===== src/rtl/uart_pkg.sv =====
// -----------------------------------------------------------------------------
// uart_pkg
// Shared definitions for the UART receive path:
//   - capture FSM state encoding used by uart_rx_fifo
//   - bit positions inside the 16-bit receive status word
//   - bus addresses of the UART data and status registers
// -----------------------------------------------------------------------------
package uart_pkg;

    // Capture handshake with the UART byte receiver
    typedef enum logic [1:0] {
        IDLE     = 2'd0,
        ACK      = 2'd1,
        WAIT_CLR = 2'd2
    } cap_state_e;

    // Status register bit positions
    localparam int ST_NONEMPTY = 0;
    localparam int ST_HALF     = 1;
    localparam int ST_FULL     = 2;
    localparam int ST_OVR      = 3;

    // Memory-mapped register addresses decoded by the bus logic
    localparam logic [15:0] UART_DATA_ADDR = 16'h0001;
    localparam logic [15:0] UART_STAT_ADDR = 16'h0002;

endpackage


===== src/rtl/fifo_ram.sv =====
// -----------------------------------------------------------------------------
// fifo_ram
// DEPTH x DATA_W register-array storage for the receive FIFO.
// Synchronous write port, asynchronous (combinational) read port.
//
// Ports:
//   clk      in   clock
//   we_i     in   write enable
//   waddr_i  in   write address
//   wdata_i  in   write data
//   raddr_i  in   read address
//   rdata_o  out  read data, combinational from raddr_i
// -----------------------------------------------------------------------------
module fifo_ram #(
    parameter int DEPTH_LOG2 = 4,
    parameter int DATA_W     = 8
) (
    input  logic                  clk,
    input  logic                  we_i,
    input  logic [DEPTH_LOG2-1:0] waddr_i,
    input  logic [DATA_W-1:0]     wdata_i,
    input  logic [DEPTH_LOG2-1:0] raddr_i,
    output logic [DATA_W-1:0]     rdata_o
);

    localparam int DEPTH = 1 << DEPTH_LOG2;

    // No reset: contents are only visible through the occupancy-gated read
    logic [DATA_W-1:0] mem_q [DEPTH];

    always_ff @(posedge clk) begin
        if (we_i) begin
            mem_q[waddr_i] <= wdata_i;
        end
    end

    assign rdata_o = mem_q[raddr_i];

endmodule


===== src/rtl/uart_rx_fifo.sv =====
// -----------------------------------------------------------------------------
// uart_rx_fifo
// Receive-side buffer between the UART byte receiver and the bus decode of the
// UART data (0x0001) and status (0x0002) registers. Captures each byte flagged
// by rx_new, acknowledges it with a one-cycle rx_ack, and queues it until the
// CPU pops it with bus_rd. Single clock domain (same clock as the UART).
//
// Optional feature macro: UART_RX_THRESH_EN
//   Adds IRQ_THRESH and IDLE_TICKS parameters; irq then fires on a fill
//   threshold, overrun, or an idle timeout while data sits unread.
//   Without it irq = nonempty | overrun (registered).
//
// Ports:
//   clk      in   clock
//   rst      in   synchronous active-high reset
//   rx_new   in   UART new-byte flag (level, held until acknowledged)
//   rx_data  in   UART received byte, valid while rx_new=1
//   rx_ack   out  one-cycle acknowledge pulse to the UART
//   bus_rd   in   one-cycle pop strobe from the bus decode
//   clr_ovr  in   one-cycle strobe clearing the sticky overrun flag
//   rd_data  out  head-of-FIFO byte, 0 when empty
//   status   out  {12'b0, overrun, full, half, nonempty}
//   irq      out  level interrupt request, registered
// -----------------------------------------------------------------------------
module uart_rx_fifo
    import uart_pkg::*;
#(
    parameter int DEPTH_LOG2 = 4,
    parameter int DATA_W     = 8
`ifdef UART_RX_THRESH_EN
    ,
    parameter int          IRQ_THRESH = 4,
    parameter logic [15:0] IDLE_TICKS = 16'd5000
`endif
) (
    input  logic              clk,
    input  logic              rst,
    input  logic              rx_new,
    input  logic [DATA_W-1:0] rx_data,
    output logic              rx_ack,
    input  logic              bus_rd,
    input  logic              clr_ovr,
    output logic [DATA_W-1:0] rd_data,
    output logic [15:0]       status,
    output logic              irq
);

    localparam int                  DEPTH    = 1 << DEPTH_LOG2;
    localparam logic [DEPTH_LOG2:0] CNT_FULL = (DEPTH_LOG2 + 1)'(DEPTH);
    localparam logic [DEPTH_LOG2:0] CNT_HALF = (DEPTH_LOG2 + 1)'(DEPTH / 2);

    cap_state_e            state_q;
    logic                  rx_ack_q;
    logic [DEPTH_LOG2-1:0] wr_ptr_q;
    logic [DEPTH_LOG2-1:0] rd_ptr_q;
    logic [DEPTH_LOG2:0]   count_q, count_d;
    logic                  ovr_q, ovr_d;
    logic                  irq_q, irq_d;
    logic [DATA_W-1:0]     ram_rdata;

    logic nonempty, full, half;
    logic capture, push, pop, drop;

    assign nonempty = (count_q != '0);
    assign full     = (count_q == CNT_FULL);
    assign half     = (count_q >= CNT_HALF);

    // A byte is taken only on the IDLE cycle that sees rx_new, so a slow
    // falling flag can never be pushed twice.
    assign capture = (state_q == IDLE) && rx_new;
    assign pop     = bus_rd && nonempty;
    // When full, a coincident pop frees a slot first, so the push is accepted.
    assign push    = capture && (!full || pop);
    assign drop    = capture && full && !pop;

    // ---------------------------------------------------------------------
    // Capture FSM with registered rx_ack (high exactly while in ACK)
    // ---------------------------------------------------------------------
    always_ff @(posedge clk) begin
        if (rst) begin
            state_q  <= IDLE;
            rx_ack_q <= 1'b0;
        end else begin
            rx_ack_q <= 1'b0;
            case (state_q)
                IDLE: begin
                    if (rx_new) begin
                        state_q  <= ACK;
                        rx_ack_q <= 1'b1;
                    end
                end
                ACK:      state_q <= WAIT_CLR;
                WAIT_CLR: if (!rx_new) state_q <= IDLE;
                default:  state_q <= IDLE;
            endcase
        end
    end

    // ---------------------------------------------------------------------
    // Occupancy, overrun and irq next-state
    // ---------------------------------------------------------------------
    always_comb begin
        count_d = count_q;
        case ({push, pop})
            2'b10:   count_d = count_q + 1'b1;
            2'b01:   count_d = count_q - 1'b1;
            default: count_d = count_q;
        endcase
    end

    // A new overrun beats a coincident clear
    always_comb begin
        ovr_d = ovr_q;
        if (drop) begin
            ovr_d = 1'b1;
        end else if (clr_ovr) begin
            ovr_d = 1'b0;
        end
    end

`ifdef UART_RX_THRESH_EN
    logic [15:0] tmr_q, tmr_d;
    logic        tmo_q, tmo_d;

    // Idle timer: reloads on any FIFO activity, counts down while data waits.
    always_comb begin
        tmr_d = tmr_q;
        if (push || pop) begin
            tmr_d = IDLE_TICKS;
        end else if (nonempty && (tmr_q != 16'd0)) begin
            tmr_d = tmr_q - 16'd1;
        end
    end

    always_comb begin
        tmo_d = tmo_q;
        if (pop) begin
            tmo_d = 1'b0;
        end else if (nonempty && !push && (tmr_q == 16'd0)) begin
            tmo_d = 1'b1;
        end
    end

    always_comb begin
        irq_d = (int'(count_q) >= IRQ_THRESH) | ovr_q | tmo_q;
    end

    always_ff @(posedge clk) begin
        if (rst) begin
            tmr_q <= IDLE_TICKS;
            tmo_q <= 1'b0;
        end else begin
            tmr_q <= tmr_d;
            tmo_q <= tmo_d;
        end
    end
`else
    always_comb begin
        irq_d = nonempty | ovr_q;
    end
`endif

    always_ff @(posedge clk) begin
        if (rst) begin
            wr_ptr_q <= '0;
            rd_ptr_q <= '0;
            count_q  <= '0;
            ovr_q    <= 1'b0;
            irq_q    <= 1'b0;
        end else begin
            if (push) wr_ptr_q <= wr_ptr_q + 1'b1;
            if (pop)  rd_ptr_q <= rd_ptr_q + 1'b1;
            count_q <= count_d;
            ovr_q   <= ovr_d;
            irq_q   <= irq_d;
        end
    end

    // ---------------------------------------------------------------------
    // Storage
    // ---------------------------------------------------------------------
    fifo_ram #(
        .DEPTH_LOG2 (DEPTH_LOG2),
        .DATA_W     (DATA_W)
    ) u_ram (
        .clk     (clk),
        .we_i    (push),
        .waddr_i (wr_ptr_q),
        .wdata_i (rx_data),
        .raddr_i (rd_ptr_q),
        .rdata_o (ram_rdata)
    );

    // ---------------------------------------------------------------------
    // Outputs
    // ---------------------------------------------------------------------
    always_comb begin
        status              = 16'h0000;
        status[ST_NONEMPTY] = nonempty;
        status[ST_HALF]     = half;
        status[ST_FULL]     = full;
        status[ST_OVR]      = ovr_q;
    end

    assign rd_data = nonempty ? ram_rdata : '0;
    assign rx_ack  = rx_ack_q;
    assign irq     = irq_q;

endmodule

===== config.mk =====
export PLATFORM = sky130hd
export DESIGN_NAME = uart_rx_fifo
export DESIGN_NICKNAME = d
export VERILOG_FILES = /design/src/rtl/uart_pkg.sv /design/src/rtl/fifo_ram.sv /design/src/rtl/uart_rx_fifo.sv
export SDC_FILE = /design/constraint.sdc
export NUM_CORES = 1
export LEC_CHECK = 0
export CORE_AREA = 2 2 120 122
export CTS_BUF_LIST = sky130_fd_sc_hd__clkbuf_4
export DETAILED_ROUTE_END_ITERATION = 10
export DIE_AREA = 0 0 122 124
export PLACE_DENSITY = 0.65
export SETUP_SLACK_MARGIN = 0.5
export SLEW_MARGIN = 20
export SYNTH_ARGS = -nofsm -noshare
export SYNTH_HDL_FRONTEND = slang
export SYNTH_HIERARCHICAL = 1
export SYNTH_SLANG_ARGS = --single-unit

===== constraint.sdc =====
create_clock -name clk -period 3.2 [get_ports clk]
set_clock_uncertainty 0.05 [all_clocks]
set_input_delay 0.64 -clock clk [delete_from_list [all_inputs] [get_ports clk]]
set_output_delay 0.64 -clock clk [all_outputs]
set_load 0.01 [all_outputs]

==> impl_metrics.toml, run 1 <==
[cells_and_area]
final_nets = 442
final_util = 0.538
layout-drive-gt1-share = 0.355
area_growth_pct = 19.8

[timing]
min_period_over_period = 0.947
min_period_ns = 3.03
fmax_ghz = 0.330
setup_viol = 0
rsz0062_at_grt = "yes"
relSlewSlack = 0.594
tightest_slew_ns = 0.607
finalHoldViolations = 0
finalMaxSlewViolations = 0

[logic_synthesis]
synth.most_common_cell = "edfxtp_1"
syn_area_sq_um = 6160
synthFlopType = "edfxtp_1"
synth_top_area_cell = "edfxtp_1"
yosys.cell_types.count = 50
synthTopCellsByArea = "edfxtp_1, mux4_2, mux4_1"
avgSynthCellArea_sq_um = 17.4
ys_ff_latch = 146
synth.top_cells.by_count = "edfxtp_1, nor2_1, dfxtp_1, mux4_2"
synth_edf_count = 128
ys_warn_count = 6
synth_top_area_frac = 0.624
synth_cells = 354
ys_seq_area_frac = 0.683
async_flop_share = 0

[global_route]
grt_pass1_vias = 3346
grt_max_degree = 33
overflow = 0
grt_pass1_wl_mm = 19.4
antenna_found_initial = 1
grt_usage = 0.182

[clocking]
ctsHoldBuffers = 0
h-tree-depth = 4
clockBufferDepth = 2
cts_sinks = 146
insertion_delay_ns = 0.54
cts_buffers = 17
tritoncts = "yes"
cts_root_buf = "clkbuf_4"
clk_pin_slew_ns = 0.12

[power]
ir_drop_v = 0.000235
cellLeakagePower_nw = 2.45
power_density_nw_per_um2 = 739
power_mw = 5.45

[die]
rows = 43
die_w_microns = 122
chipHeight_microns = 124
io_pins = 39
core_area_sq_um = 13700
die_area_sq_um = 15100
start_util = 0.449

[min_path]
holdCritPathClass = "flop to flop"
hp-start = "ovr_q"
hold_path_depth = 1

[drt]
firstDrtPassIters = 4
num_vias = 3262
wirelength_mm = 12.6
vias_per_cell = 5.28
wl_per_cell_microns = 20.4
drt.antenna.violating_nets = 0
drc_errors = 0
drtIter0Drc = 359

[critical_path]
path_class = "flop to primary output"
cp.arrival_ns = 2.34
cp-start-kind = "flop"
cp-end-kind = "primary output"
startpoint = "rd_ptr_q[0]"
worstRegToRegCells = 9
worstPathRequired_ns = 2.51
r2r_start = "count_q[0]"
critPathMaxFanout = 5

[run]
maxCapViolCount = 0

[status]
outcome = "finished, final reports clean"

[place]
port_buffers = 26
gp_congestion = 0.789
dp_hpwl_mm = 7.67
[stage by stage]
stage	setup slack (ns)	hold WS (ns)	TNS [ns]	area (sq um)	cells
2_1_floorplan	0.445	0.406	0	6270	365
3_3_place_gp	-0.00526	0.416	-0.00526	6770	569
3_5_place_dp	-0.0153	0.446	-0.0153	6770	569
4_1_cts	0.111	0.475	0	7330	614
5_1_grt	0.0469	0.495	0	7380	618
6_report	0.168	0.462	0	7380	618
[per-layer routing]
layer	routed length, microns	global-route usage	up-vias	part of all wire
li1	-	-	1528	-
met1	5490	0.245	1634	0.43
met2	6200	0.289	88	0.49
met3	764	0.0545	12	0.060
met4	177	0.0532	0	0.014
met5	0	0	-	0
[path summary, 6_finish.rpt]
path                                    to  slack (ns)
worst max register to register  count_q[4]        0.46
worst max-delay path            rd_data[6]        0.17
worst min-delay path                   irq        0.46
worst min register to register         irq        0.46
[cells by family after synthesis]
logic type	Yosys count	synth area share
muxes	38	0.136
adders and majority gates	4	0.00813
DFF	146	0.683
AOI/OAI and AO/OA	40	0.0498
other	1	0.000609
buffers and inverters	37	0.0427
and+or+nand+nor	81	0.0707
xor gates and xnor gates	7	0.00995
[power by group]
part	switching (mW)	internal, mW	total, mW
clock	0.657	0.705	1.36
combinational	0.808	1.03	1.84
sequential	0.101	2.15	2.25
total	1.57	3.88	5.45
[area by class of cell]
class	count	area, sq um
fill	1133	6340
multi-input combinational	182	1840
clock buffer	18	135
clock inverter	13	208
antenna	1	2.50
timing repair buffer	73	733
sequential	146	4220
tap	180	225
inverter	5	18.8
[placed cells by master (no fill, tap or decap), drive strengths merged, types with 4 or more instances in the layout]
cell | Yosys | routed
nand2b | 4 | 4
ha | 4 | 4
mux2i | 4 | 4
clkinv | 0 | 4
clkbuf | 4 | 19
nor2b | 13 | 13
clkdlybuf4s50 | 0 | 16
inv | 5 | 7
mux4 | 32 | 32
xnor2 | 4 | 4
nand2 | 10 | 10
bufinv | 0 | 5
o21ai | 4 | 4
nand3 | 4 | 4
a22oi | 18 | 18
edfxtp | 128 | 128
conb | 1 | 12
dfxtp | 18 | 18
nor2 | 28 | 28
nor3 | 7 | 7
buf | 25 | 55
[flip-flops by register name (all words and copies together), names as in the netlist]
name / count
ovr_q: 1
rx_ack: 1
irq: 1
u_ram/mem_q: 128
rd_ptr_q: 4
wr_ptr_q: 4
count_q: 5
state_q: 2
[what timing repair did]
item                                    4_1_cts  5_1_grt
gates resized for setup                      73       10
pin swaps                                    14        3
endpoints found under the setup margin       10       11
gates cloned                                  3        0
setup buffers                                11        3
[critical path: stages, from the launching register on]
cell     delay, ns
dfxtp_4       0.40
buf_12        0.11
buf_16        0.12
buf_12        0.11
mux4_2        0.49
a22oi_2       0.22
nand2_1       0.11
nor2b_4       0.14
buf_6         0.12
(Power assumes the default switching activity.)
==> run 2: changes to the inputs <==
--- a/config.mk
+++ b/config.mk
@@ -9,6 +9,7 @@
 export CTS_BUF_LIST = sky130_fd_sc_hd__clkbuf_4
 export DETAILED_ROUTE_END_ITERATION = 10
 export DIE_AREA = 0 0 122 124
+export GPL_ROUTABILITY_DRIVEN = 1
 export PLACE_DENSITY = 0.65
 export SETUP_SLACK_MARGIN = 0.5
 export SLEW_MARGIN = 20
==> results of run 2 <==
Same layout as run 1: the final DEF is identical, and so are final timing and power.
